## config.mk

```make
export PLATFORM = sky130hd
export DESIGN_NAME = lsu_mem_stage_flat
export DESIGN_NICKNAME = d
export VERILOG_FILES = /design/src/rtl/lsu_mem_stage_if.sv /design/src/rtl/lsu_mem_stage.sv /design/src/flat_wrapper.sv
export SDC_FILE = /design/constraint.sdc
export NUM_CORES = 1
export LEC_CHECK = 0
export CAP_MARGIN = 30
export CORE_ASPECT_RATIO = 1.5
export CORE_UTILIZATION = 59
export CTS_BUF_LIST = sky130_fd_sc_hd__clkbuf_4 sky130_fd_sc_hd__clkbuf_8 sky130_fd_sc_hd__clkbuf_16
export DETAILED_ROUTE_END_ITERATION = 10
export DONT_BUFFER_PORTS = 1
export PLACE_DENSITY = 0.75
export SLEW_MARGIN = 20
export SYNTH_ARGS = -nofsm -noshare
export SYNTH_HDL_FRONTEND = slang
export SYNTH_SLANG_ARGS = --single-unit
```

## constraint.sdc

```tcl
create_clock -name clk -period 2 [get_ports clk]
set_input_delay 0 -clock clk [delete_from_list [all_inputs] [get_ports clk]]
set_output_delay 0 -clock clk [all_outputs]
set_load 0.005 [all_outputs]
```

## src/rtl/lsu_mem_stage_if.sv

```systemverilog
`default_nettype none
// ============================================================================
//  Module   : lsu_mem_stage_if
//  Purpose  : Pipeline-side and memory-side signal bundle for lsu_mem_stage.
//             master = the LSU itself, slave = pipeline/memory environment.
//  Revision : 1.0  initial release
// ============================================================================
interface lsu_mem_stage_if;
    logic        req_valid;
    logic        req_write;
    logic [2:0]  funct3;
    logic [11:0] byte_addr;
    logic [31:0] store_data;
    logic        pipe_stall;
    logic [31:0] load_data;
    logic        load_valid;
    logic        addr_fault;
    logic        mem_read;
    logic        mem_write;
    logic [9:0]  word_address;
    logic [31:0] mem_data_in;
    logic        mem_stall;
    logic [31:0] mem_data_out;

    modport master (
        input  req_valid, req_write, funct3, byte_addr, store_data,
        input  mem_stall, mem_data_out,
        output pipe_stall, load_data, load_valid, addr_fault,
        output mem_read, mem_write, word_address, mem_data_in
    );

    modport slave (
        output req_valid, req_write, funct3, byte_addr, store_data,
        output mem_stall, mem_data_out,
        input  pipe_stall, load_data, load_valid, addr_fault,
        input  mem_read, mem_write, word_address, mem_data_in
    );
endinterface
`default_nettype wire

```

## src/rtl/lsu_mem_stage.sv

```systemverilog
`default_nettype none
// ============================================================================
//  Module   : lsu_mem_stage
//  Purpose  : MEM-stage load/store unit; word-granular memory requests with
//             read-modify-write for sub-word stores. Macro: LSU_SUBWORD_EN.
//  Revision : 1.0  initial release
// ============================================================================
module lsu_mem_stage (
    input  wire             clk,
    input  wire             rst,     // asynchronous, active low
    lsu_mem_stage_if.master bus
);
    localparam logic [2:0] c_ST_IDLE   = 3'd0;
    localparam logic [2:0] c_ST_ACCESS = 3'd1;
`ifdef LSU_SUBWORD_EN
    localparam logic [2:0] c_ST_RMW_RD = 3'd2;
    localparam logic [2:0] c_ST_RMW_WR = 3'd3;
`endif
    localparam logic [2:0] c_ST_DONE   = 3'd4;

    logic [2:0]  r_state;
    logic [2:0]  w_next_state;
    logic        r_write;
    logic        r_fault;
    logic [9:0]  r_word_addr;
    logic [31:0] r_wdata;
    logic [31:0] r_load_data;
    logic        w_legal;
    logic [31:0] w_load_ext;

`ifdef LSU_SUBWORD_EN
    logic [1:0]  r_byte_off;
    logic [2:0]  r_funct3;
    logic        w_rmw;
    logic [7:0]  w_lane_b;
    logic [15:0] w_lane_h;
    logic [31:0] w_merged;

    always_comb begin
        w_legal = 1'b0;
        case (bus.funct3)
            3'b000, 3'b100: w_legal = 1'b1;
            3'b001, 3'b101: w_legal = ~bus.byte_addr[0];
            3'b010:         w_legal = (bus.byte_addr[1:0] == 2'b00);
            default:        w_legal = 1'b0;
        endcase
    end

    // Any store narrower than a word needs the old word first
    assign w_rmw = bus.req_write & (bus.funct3[1:0] != 2'b10);

    always_comb begin
        w_lane_b = bus.mem_data_out[7:0];
        case (r_byte_off)
            2'd0: w_lane_b = bus.mem_data_out[7:0];
            2'd1: w_lane_b = bus.mem_data_out[15:8];
            2'd2: w_lane_b = bus.mem_data_out[23:16];
            2'd3: w_lane_b = bus.mem_data_out[31:24];
            default: w_lane_b = bus.mem_data_out[7:0];
        endcase
        w_lane_h = r_byte_off[1] ? bus.mem_data_out[31:16] : bus.mem_data_out[15:0];
        case (r_funct3)
            3'b000:  w_load_ext = {{24{w_lane_b[7]}}, w_lane_b};
            3'b100:  w_load_ext = {24'h000000, w_lane_b};
            3'b001:  w_load_ext = {{16{w_lane_h[15]}}, w_lane_h};
            3'b101:  w_load_ext = {16'h0000, w_lane_h};
            default: w_load_ext = bus.mem_data_out;
        endcase
    end

    // r_wdata still holds the LSB-aligned store operand during RMW_RD
    always_comb begin
        w_merged = bus.mem_data_out;
        if (r_funct3[0]) begin
            if (r_byte_off[1]) w_merged[31:16] = r_wdata[15:0];
            else               w_merged[15:0]  = r_wdata[15:0];
        end else begin
            case (r_byte_off)
                2'd0: w_merged[7:0]   = r_wdata[7:0];
                2'd1: w_merged[15:8]  = r_wdata[7:0];
                2'd2: w_merged[23:16] = r_wdata[7:0];
                2'd3: w_merged[31:24] = r_wdata[7:0];
                default: w_merged = bus.mem_data_out;
            endcase
        end
    end
`else
    assign w_legal    = (bus.funct3 == 3'b010) & (bus.byte_addr[1:0] == 2'b00);
    assign w_load_ext = bus.mem_data_out;
`endif

    always_ff @(posedge clk or negedge rst) begin
        if (!rst) r_state <= c_ST_IDLE;
        else      r_state <= w_next_state;
    end

    always_comb begin
        w_next_state = r_state;
        case (r_state)
            c_ST_IDLE: begin
                if (bus.req_valid) begin
                    if (!w_legal)
                        w_next_state = c_ST_DONE;
`ifdef LSU_SUBWORD_EN
                    else if (w_rmw)
                        w_next_state = c_ST_RMW_RD;
`endif
                    else
                        w_next_state = c_ST_ACCESS;
                end
            end
            c_ST_ACCESS: if (!bus.mem_stall) w_next_state = c_ST_DONE;
`ifdef LSU_SUBWORD_EN
            c_ST_RMW_RD: if (!bus.mem_stall) w_next_state = c_ST_RMW_WR;
            c_ST_RMW_WR: if (!bus.mem_stall) w_next_state = c_ST_DONE;
`endif
            c_ST_DONE:   w_next_state = c_ST_IDLE;
            default:     w_next_state = c_ST_IDLE;
        endcase
    end

    always_comb begin
        bus.pipe_stall = 1'b0;
        bus.mem_read   = 1'b0;
        bus.mem_write  = 1'b0;
        bus.load_valid = 1'b0;
        bus.addr_fault = 1'b0;
        case (r_state)
            c_ST_IDLE:   bus.pipe_stall = bus.req_valid;
            c_ST_ACCESS: begin
                bus.pipe_stall = 1'b1;
                bus.mem_read   = ~r_write;
                bus.mem_write  = r_write;
            end
`ifdef LSU_SUBWORD_EN
            c_ST_RMW_RD: begin
                bus.pipe_stall = 1'b1;
                bus.mem_read   = 1'b1;
            end
            c_ST_RMW_WR: begin
                bus.pipe_stall = 1'b1;
                bus.mem_write  = 1'b1;
            end
`endif
            c_ST_DONE: begin
                bus.load_valid = ~r_write & ~r_fault;
                bus.addr_fault = r_fault;
            end
            default: ;
        endcase
    end

    always_ff @(posedge clk or negedge rst) begin
        if (!rst) begin
            r_write     <= 1'b0;
            r_fault     <= 1'b0;
            r_word_addr <= 10'd0;
            r_wdata     <= 32'd0;
            r_load_data <= 32'd0;
`ifdef LSU_SUBWORD_EN
            r_byte_off  <= 2'd0;
            r_funct3    <= 3'd0;
`endif
        end else begin
            if (r_state == c_ST_IDLE && bus.req_valid) begin
                r_write     <= bus.req_write;
                r_fault     <= ~w_legal;
                r_word_addr <= bus.byte_addr[11:2];
                r_wdata     <= bus.store_data;
`ifdef LSU_SUBWORD_EN
                r_byte_off  <= bus.byte_addr[1:0];
                r_funct3    <= bus.funct3;
`endif
            end
            if (r_state == c_ST_ACCESS && !bus.mem_stall && !r_write)
                r_load_data <= w_load_ext;
`ifdef LSU_SUBWORD_EN
            if (r_state == c_ST_RMW_RD && !bus.mem_stall)
                r_wdata <= w_merged;
`endif
        end
    end

    assign bus.load_data    = r_load_data;
    assign bus.word_address = r_word_addr;
    assign bus.mem_data_in  = r_wdata;

endmodule
`default_nettype wire
```

## src/flat_wrapper.sv

```systemverilog
// flat-port wrapper written by rule: the top's interface ports become plain ports
module lsu_mem_stage_flat 
  (clk, rst, bus_req_valid, bus_req_write, bus_funct3, bus_byte_addr, bus_store_data, bus_mem_stall, bus_mem_data_out, bus_pipe_stall, bus_load_data, bus_load_valid, bus_addr_fault, bus_mem_read, bus_mem_write, bus_word_address, bus_mem_data_in);
  lsu_mem_stage_if bus_i ();
  input  wire clk;
  input  wire rst;
  input wire logic [$bits(bus_i.req_valid)-1:0] bus_req_valid;
  input wire logic [$bits(bus_i.req_write)-1:0] bus_req_write;
  input wire logic [$bits(bus_i.funct3)-1:0] bus_funct3;
  input wire logic [$bits(bus_i.byte_addr)-1:0] bus_byte_addr;
  input wire logic [$bits(bus_i.store_data)-1:0] bus_store_data;
  input wire logic [$bits(bus_i.mem_stall)-1:0] bus_mem_stall;
  input wire logic [$bits(bus_i.mem_data_out)-1:0] bus_mem_data_out;
  output wire logic [$bits(bus_i.pipe_stall)-1:0] bus_pipe_stall;
  output wire logic [$bits(bus_i.load_data)-1:0] bus_load_data;
  output wire logic [$bits(bus_i.load_valid)-1:0] bus_load_valid;
  output wire logic [$bits(bus_i.addr_fault)-1:0] bus_addr_fault;
  output wire logic [$bits(bus_i.mem_read)-1:0] bus_mem_read;
  output wire logic [$bits(bus_i.mem_write)-1:0] bus_mem_write;
  output wire logic [$bits(bus_i.word_address)-1:0] bus_word_address;
  output wire logic [$bits(bus_i.mem_data_in)-1:0] bus_mem_data_in;
  assign bus_i.req_valid = bus_req_valid;
  assign bus_i.req_write = bus_req_write;
  assign bus_i.funct3 = bus_funct3;
  assign bus_i.byte_addr = bus_byte_addr;
  assign bus_i.store_data = bus_store_data;
  assign bus_i.mem_stall = bus_mem_stall;
  assign bus_i.mem_data_out = bus_mem_data_out;
  assign bus_pipe_stall = bus_i.pipe_stall;
  assign bus_load_data = bus_i.load_data;
  assign bus_load_valid = bus_i.load_valid;
  assign bus_addr_fault = bus_i.addr_fault;
  assign bus_mem_read = bus_i.mem_read;
  assign bus_mem_write = bus_i.mem_write;
  assign bus_word_address = bus_i.word_address;
  assign bus_mem_data_in = bus_i.mem_data_in;
  lsu_mem_stage u_core (.clk(clk), .rst(rst), .bus(bus_i));
endmodule
```

# Word-level counts from Yosys, hierarchy flattened

Index checks and enable logic that the tools add are counted.

Output and inout bits: 79
Input bits: 84
Register bits after elaboration: 79
Logic and storage cells: 33

Equality and inequality tests: 5
Bitwise gates (word level): 5
Reduce and logical (&&, ||, !) cells: 8
Muxes and demuxes: 9

Operators by type and width:

| cell                                                            | number |
|---|---|
| 3-bit 2-to-1 mux                                                | 3 |
| 3-bit case mux with 2 select lines                              | 1 |
| 1-bit 2-to-1 mux                                                | 4 |
| 2-bit inequality test, second input constant                    | 2 |
| 3-bit by 1-bit == test with 1-bit output, second input constant | 1 |
| 3-bit by 2-bit == test with 1-bit output, second input constant | 1 |
| 3-bit == test, second input constant                            | 1 |
| 1-bit logical AND                                               | 3 |
| 3-bit zero test                                                 | 1 |
| 1-bit inverter                                                  | 3 |
| 1-bit bitwise AND                                               | 2 |
| 1-bit zero test                                                 | 2 |
| 2-bit zero test                                                 | 1 |
| 1-bit case mux with 2 select lines                              | 1 |
| 2-bit AND reduction                                             | 1 |

# Logic depth before layout (Yosys ltp)

Depth after elaboration: 5
Depth in mapped cells: 5
Depth with buffers taken out: 3

# Worst setup path after synthesis

Ideal clock, no wire load.

Kind: register to register
Start: register u_core.r_state[0]
End: register u_core.r_wdata[24], in the netlist u_core.bus.mem_data_in[24]
Data required time: 1.875 ns
Clock period less this slack: 1.420 ns
Data arrival time: 1.295 ns
Path buffers: 2
Library setup time: 0.125 ns
Setup slack: 0.580 ns
Cell stages (with the launch flop): 5
Path through: dfrtp_1 -> nor3b_2 -> buf_4 -> buf_4 -> mux2_2

Cells in the longest elaborated chain, start to end: 2

RTL lines:

| what                   | line                 | text |
|---|---|---|
| from (decl)            | lsu_mem_stage.sv:21  | `logic [2:0] r_state;` |
| from (signal assigned) | lsu_mem_stage.sv:93  | `if (!rst) r_state <= c_ST_IDLE;` |
| from (signal assigned) | lsu_mem_stage.sv:94  | `else r_state <= w_next_state;` |
| 3-bit zero test        | lsu_mem_stage.sv:165 | `if (r_state == c_ST_IDLE && bus.req_valid) begin` |
| 1-bit logical AND      | lsu_mem_stage.sv:165 |  |
| to (signal assigned)   | lsu_mem_stage.sv:169 | `r_wdata <= bus.store_data;` |
| to (decl)              | lsu_mem_stage.sv:26  | `logic [31:0] r_wdata;` |

No other way between the ends.
A chain may end at the register's enable or synchronous reset.

# Final worst setup path

Start: register u_core.r_state[0]
End: register u_core.r_state[2]

Cells in the longest elaborated chain, start to end: 3
Elaborated cells on any way between the ends: 6
Those cells by class: 3 x eq/ne; 1 x mux; 2 x reduce/logical

RTL lines:

| what                                                                        | line                | text |
|---|---|---|
| 3-bit by 1-bit == test with 1-bit output or 3-bit zero test (tied branches) | lsu_mem_stage.sv:99 | `case (r_state)` |
| 2-bit inequality test (no source line)                                      | --                  |  |
| 2-bit AND reduction (no source line)                                        | --                  |  |

Parallel ways exist; a longest one is shown, timed or not.

==> impl_metrics.toml <==
[outcome]
status = "finished, final reports clean"

[drt]
post-route-drc-count = 0
drtAntennaViolNets = 0
dr.pass1.iters = 4
route.detailed.wl_per_inst_um = 21.7
vias = 1894
postRouteWirelength_um = 7310
vias_per_cell = 5.62
drt_iter0_markers = 51

[die]
initial_core_util = 0.619
design.core.area_sq_um = 4850
die_width_um = 60.2
die_height_um = 89.3
die_area_sq_um = 5380
rows = 31
io_pins = 163

[worst_setup_path]
endpoint_kind = "flop"
cp_max_fo = 5
required_ns = 2.28
critPathLaunchType = "flop"
r2r_start = "u_core.r_state[0]$_DFFE_PN0P_"
cp_data_arrival_time_ns = 2.10
rr_endpoint = "u_core.r_state[2]$_DFFE_PN0P_"
r2r_slack_ns = 0.18
worst-setup-path-type = "reg -> reg"
reg2reg_depth = 4

[hold_path]
hold_depth = 3
min_to = "u_core.r_fault$_DFFE_PN0P_"
worstHoldStart = "bus_byte_addr[0]"
hold_class = "in -> reg"

[timing]
finalHoldViolCount = 0
finalSetupViolCount = 0
tightestPinTransition_ns = 0.472
clock.fmax_mhz = 548
holdWs_ns = 0.0596
max_slew_margin = 0.681
min_period_ns = 1.82
slew_viol_final = 0
timing.setup.tns_ns = 0
fin_crit_sh = 0.912
skew_ns = 0.00608
rsz0062_at_grt = "false"

[final_layout]
syn_to_final_growth_pct = 37.1
final_core_util = 0.848
antennaDiodeCount = 0
layout_commonest_cell = "dlygate4sd3_1"
final_cell_area_sq_um = 4110
finalNetCount = 350
drive_above_1_share = 0.351
seq_area_sq_um = 1950
multi_input_comb_area_sq_um = 971
fillers = 214
final_cell_mix = "dlygate4sd3_1, dfrtp_1, mux2_2"

[logic_synthesis]
yosysSeqAreaShare = 0.651
synthesis.area_sq_um = 3000
yosysUniqueCellTypes = 19
syn_inst = 181
synth_nets = 265
synth_warnings = 0
synth_seq_cells = 78
avgSynthCellArea_sq_um = 16.6

[power]
peakVddDrop_mv = 0.583
pwr_density_cell_nw_per_um2 = 962
p_leak_nw = 1.78

[clocking]
numCtsBuffers = 9
cts.path.max_buffers = 2
post_cts_buffers = 0
cts.sink_count = 78
cts.repair.resized = 0
clk_pin_slew_worst_paths_ns = 0.08
htree_levels = 3
clock_latency_ns = 0.34
holdBufCountCts = 80
cts_root_buffer = "clkbuf_8"
cts_tree = "built"

[placement]
portBuffers = 0
gp_congestion = 0.677
placed_area_sq_um = 3050
hpwl_um = 3990

[global_routing]
grt_start_max_net_pins = 79
grt-ovfl-total = 0
grt_usage = 0.284
grt_antenna_before_repair = 0
grt_pass1_vias = 1990
grt_pass1_wl_um = 10500

[run]
cap_violations = 0
worst max-delay path by stage:
| stage | cells after the start | start | slack [ns] | to |
|---|---|---|---|---|
| floorplan | 4 | u_core.r_state[0]$_DFFE_PN0P_ | 0.58 | u_core.bus.mem_data_in[24]$_DFFE_PN0P_ |
| finish | 4 | u_core.r_state[0]$_DFFE_PN0P_ | 0.18 | u_core.r_state[2]$_DFFE_PN0P_ |
| global placement | 3 | u_core.r_state[0]$_DFFE_PN0P_ | 0.51 | u_core.bus.mem_data_in[24]$_DFFE_PN0P_ |
| global route | 4 | u_core.r_state[0]$_DFFE_PN0P_ | 0.12 | u_core.r_state[2]$_DFFE_PN0P_ |
| CTS | 4 | u_core.r_state[0]$_DFFE_PN0P_ | 0.23 | u_core.r_state[2]$_DFFE_PN0P_ |
| detailed placement | 3 | u_core.r_state[0]$_DFFE_PN0P_ | 0.42 | u_core.bus.mem_data_in[9]$_DFFE_PN0P_ |
flip-flops by register name (all words and copies together), names as in the netlist:
register,cells
u_core.bus.mem_data_in,32
u_core.r_fault,1
u_core.bus.word_address,10
u_core.bus.load_data,32
u_core.r_write,1
u_core.r_state,2
power by group:
group	internal, mW	switching, mW	total [mW]
sequential	1.83	0.222	2.06
clock	0.841	0.559	1.40
combinational	0.327	0.174	0.500
total	3.00	0.954	3.95
cell usage after synthesis:
cell / instances / area share
nor3b_2: 1 / 0.0042
and3b_1: 1 / 0.0029
nor3_4: 1 / 0.0054
and3_1: 1 / 0.0021
buf_2: 1 / 0.0017
buf_6: 5 / 0.019
a21bo_2: 1 / 0.0033
inv_1: 2 / 0.0025
nand2_1: 1 / 0.0012
mux2_1: 2 / 0.0075
o21ai_0: 2 / 0.0033
nor3b_1: 1 / 0.0025
buf_4: 2 / 0.0050
dfrtp_1: 78 / 0.65
nor4b_1: 1 / 0.0029
mux2_2: 72 / 0.27
o21bai_1: 1 / 0.0025
nand2b_4: 1 / 0.0046
nor2_1: 7 / 0.0088
through the flow:
step	total power, mW	setup WS [ns]	cells
2_1_floorplan	2.30	0.580	181
3_3_place_gp	2.36	0.507	241
3_5_place_dp	2.40	0.417	241
4_1_cts	3.94	0.226	337
5_1_grt	4.10	0.115	337
6_report	3.95	0.176	337
layout make-up:
class,instances,area share
Clock buffer,10,0.0319
Clock inverter,6,0.0268
Inverter,2,0.00183
Multi-Input combinational cell,93,0.236
Sequential cell,78,0.475
Tap cell,66,0.0201
Timing Repair Buffer,82,0.209
logic make-up (layout without fill, tap and decap cells):
| logic type | after synthesis | in the layout | synth area share |
|---|---|---|---|
| simple gates | 15 | 15 | 0.0346 |
| flops | 78 | 78 | 0.651 |
| compound gates | 4 | 4 | 0.00918 |
| mux | 74 | 74 | 0.278 |
| buf+inv | 10 | 100 | 0.0279 |
routing by layer:
metal / GRT usage / part of all wire / up-vias / routed length [um]
met1: 0.301 / 0.33 / 931 / 2380
li1: - / - / 801 / -
met3: 0.0738 / 0.10 / 21 / 744
met5: 0 / 0 / - / 0
met2: 0.499 / 0.55 / 141 / 4000
met4: 0.159 / 0.024 / 0 / 174
critical path, stage by stage (launching register included):
cell and delay (ns):
dfrtp_1 0.48, nor3b_4 0.37, a21bo_2 0.26, o21ai_0 0.07, dlygate4sd3_1 0.57
(Power assumes the default switching activity.)
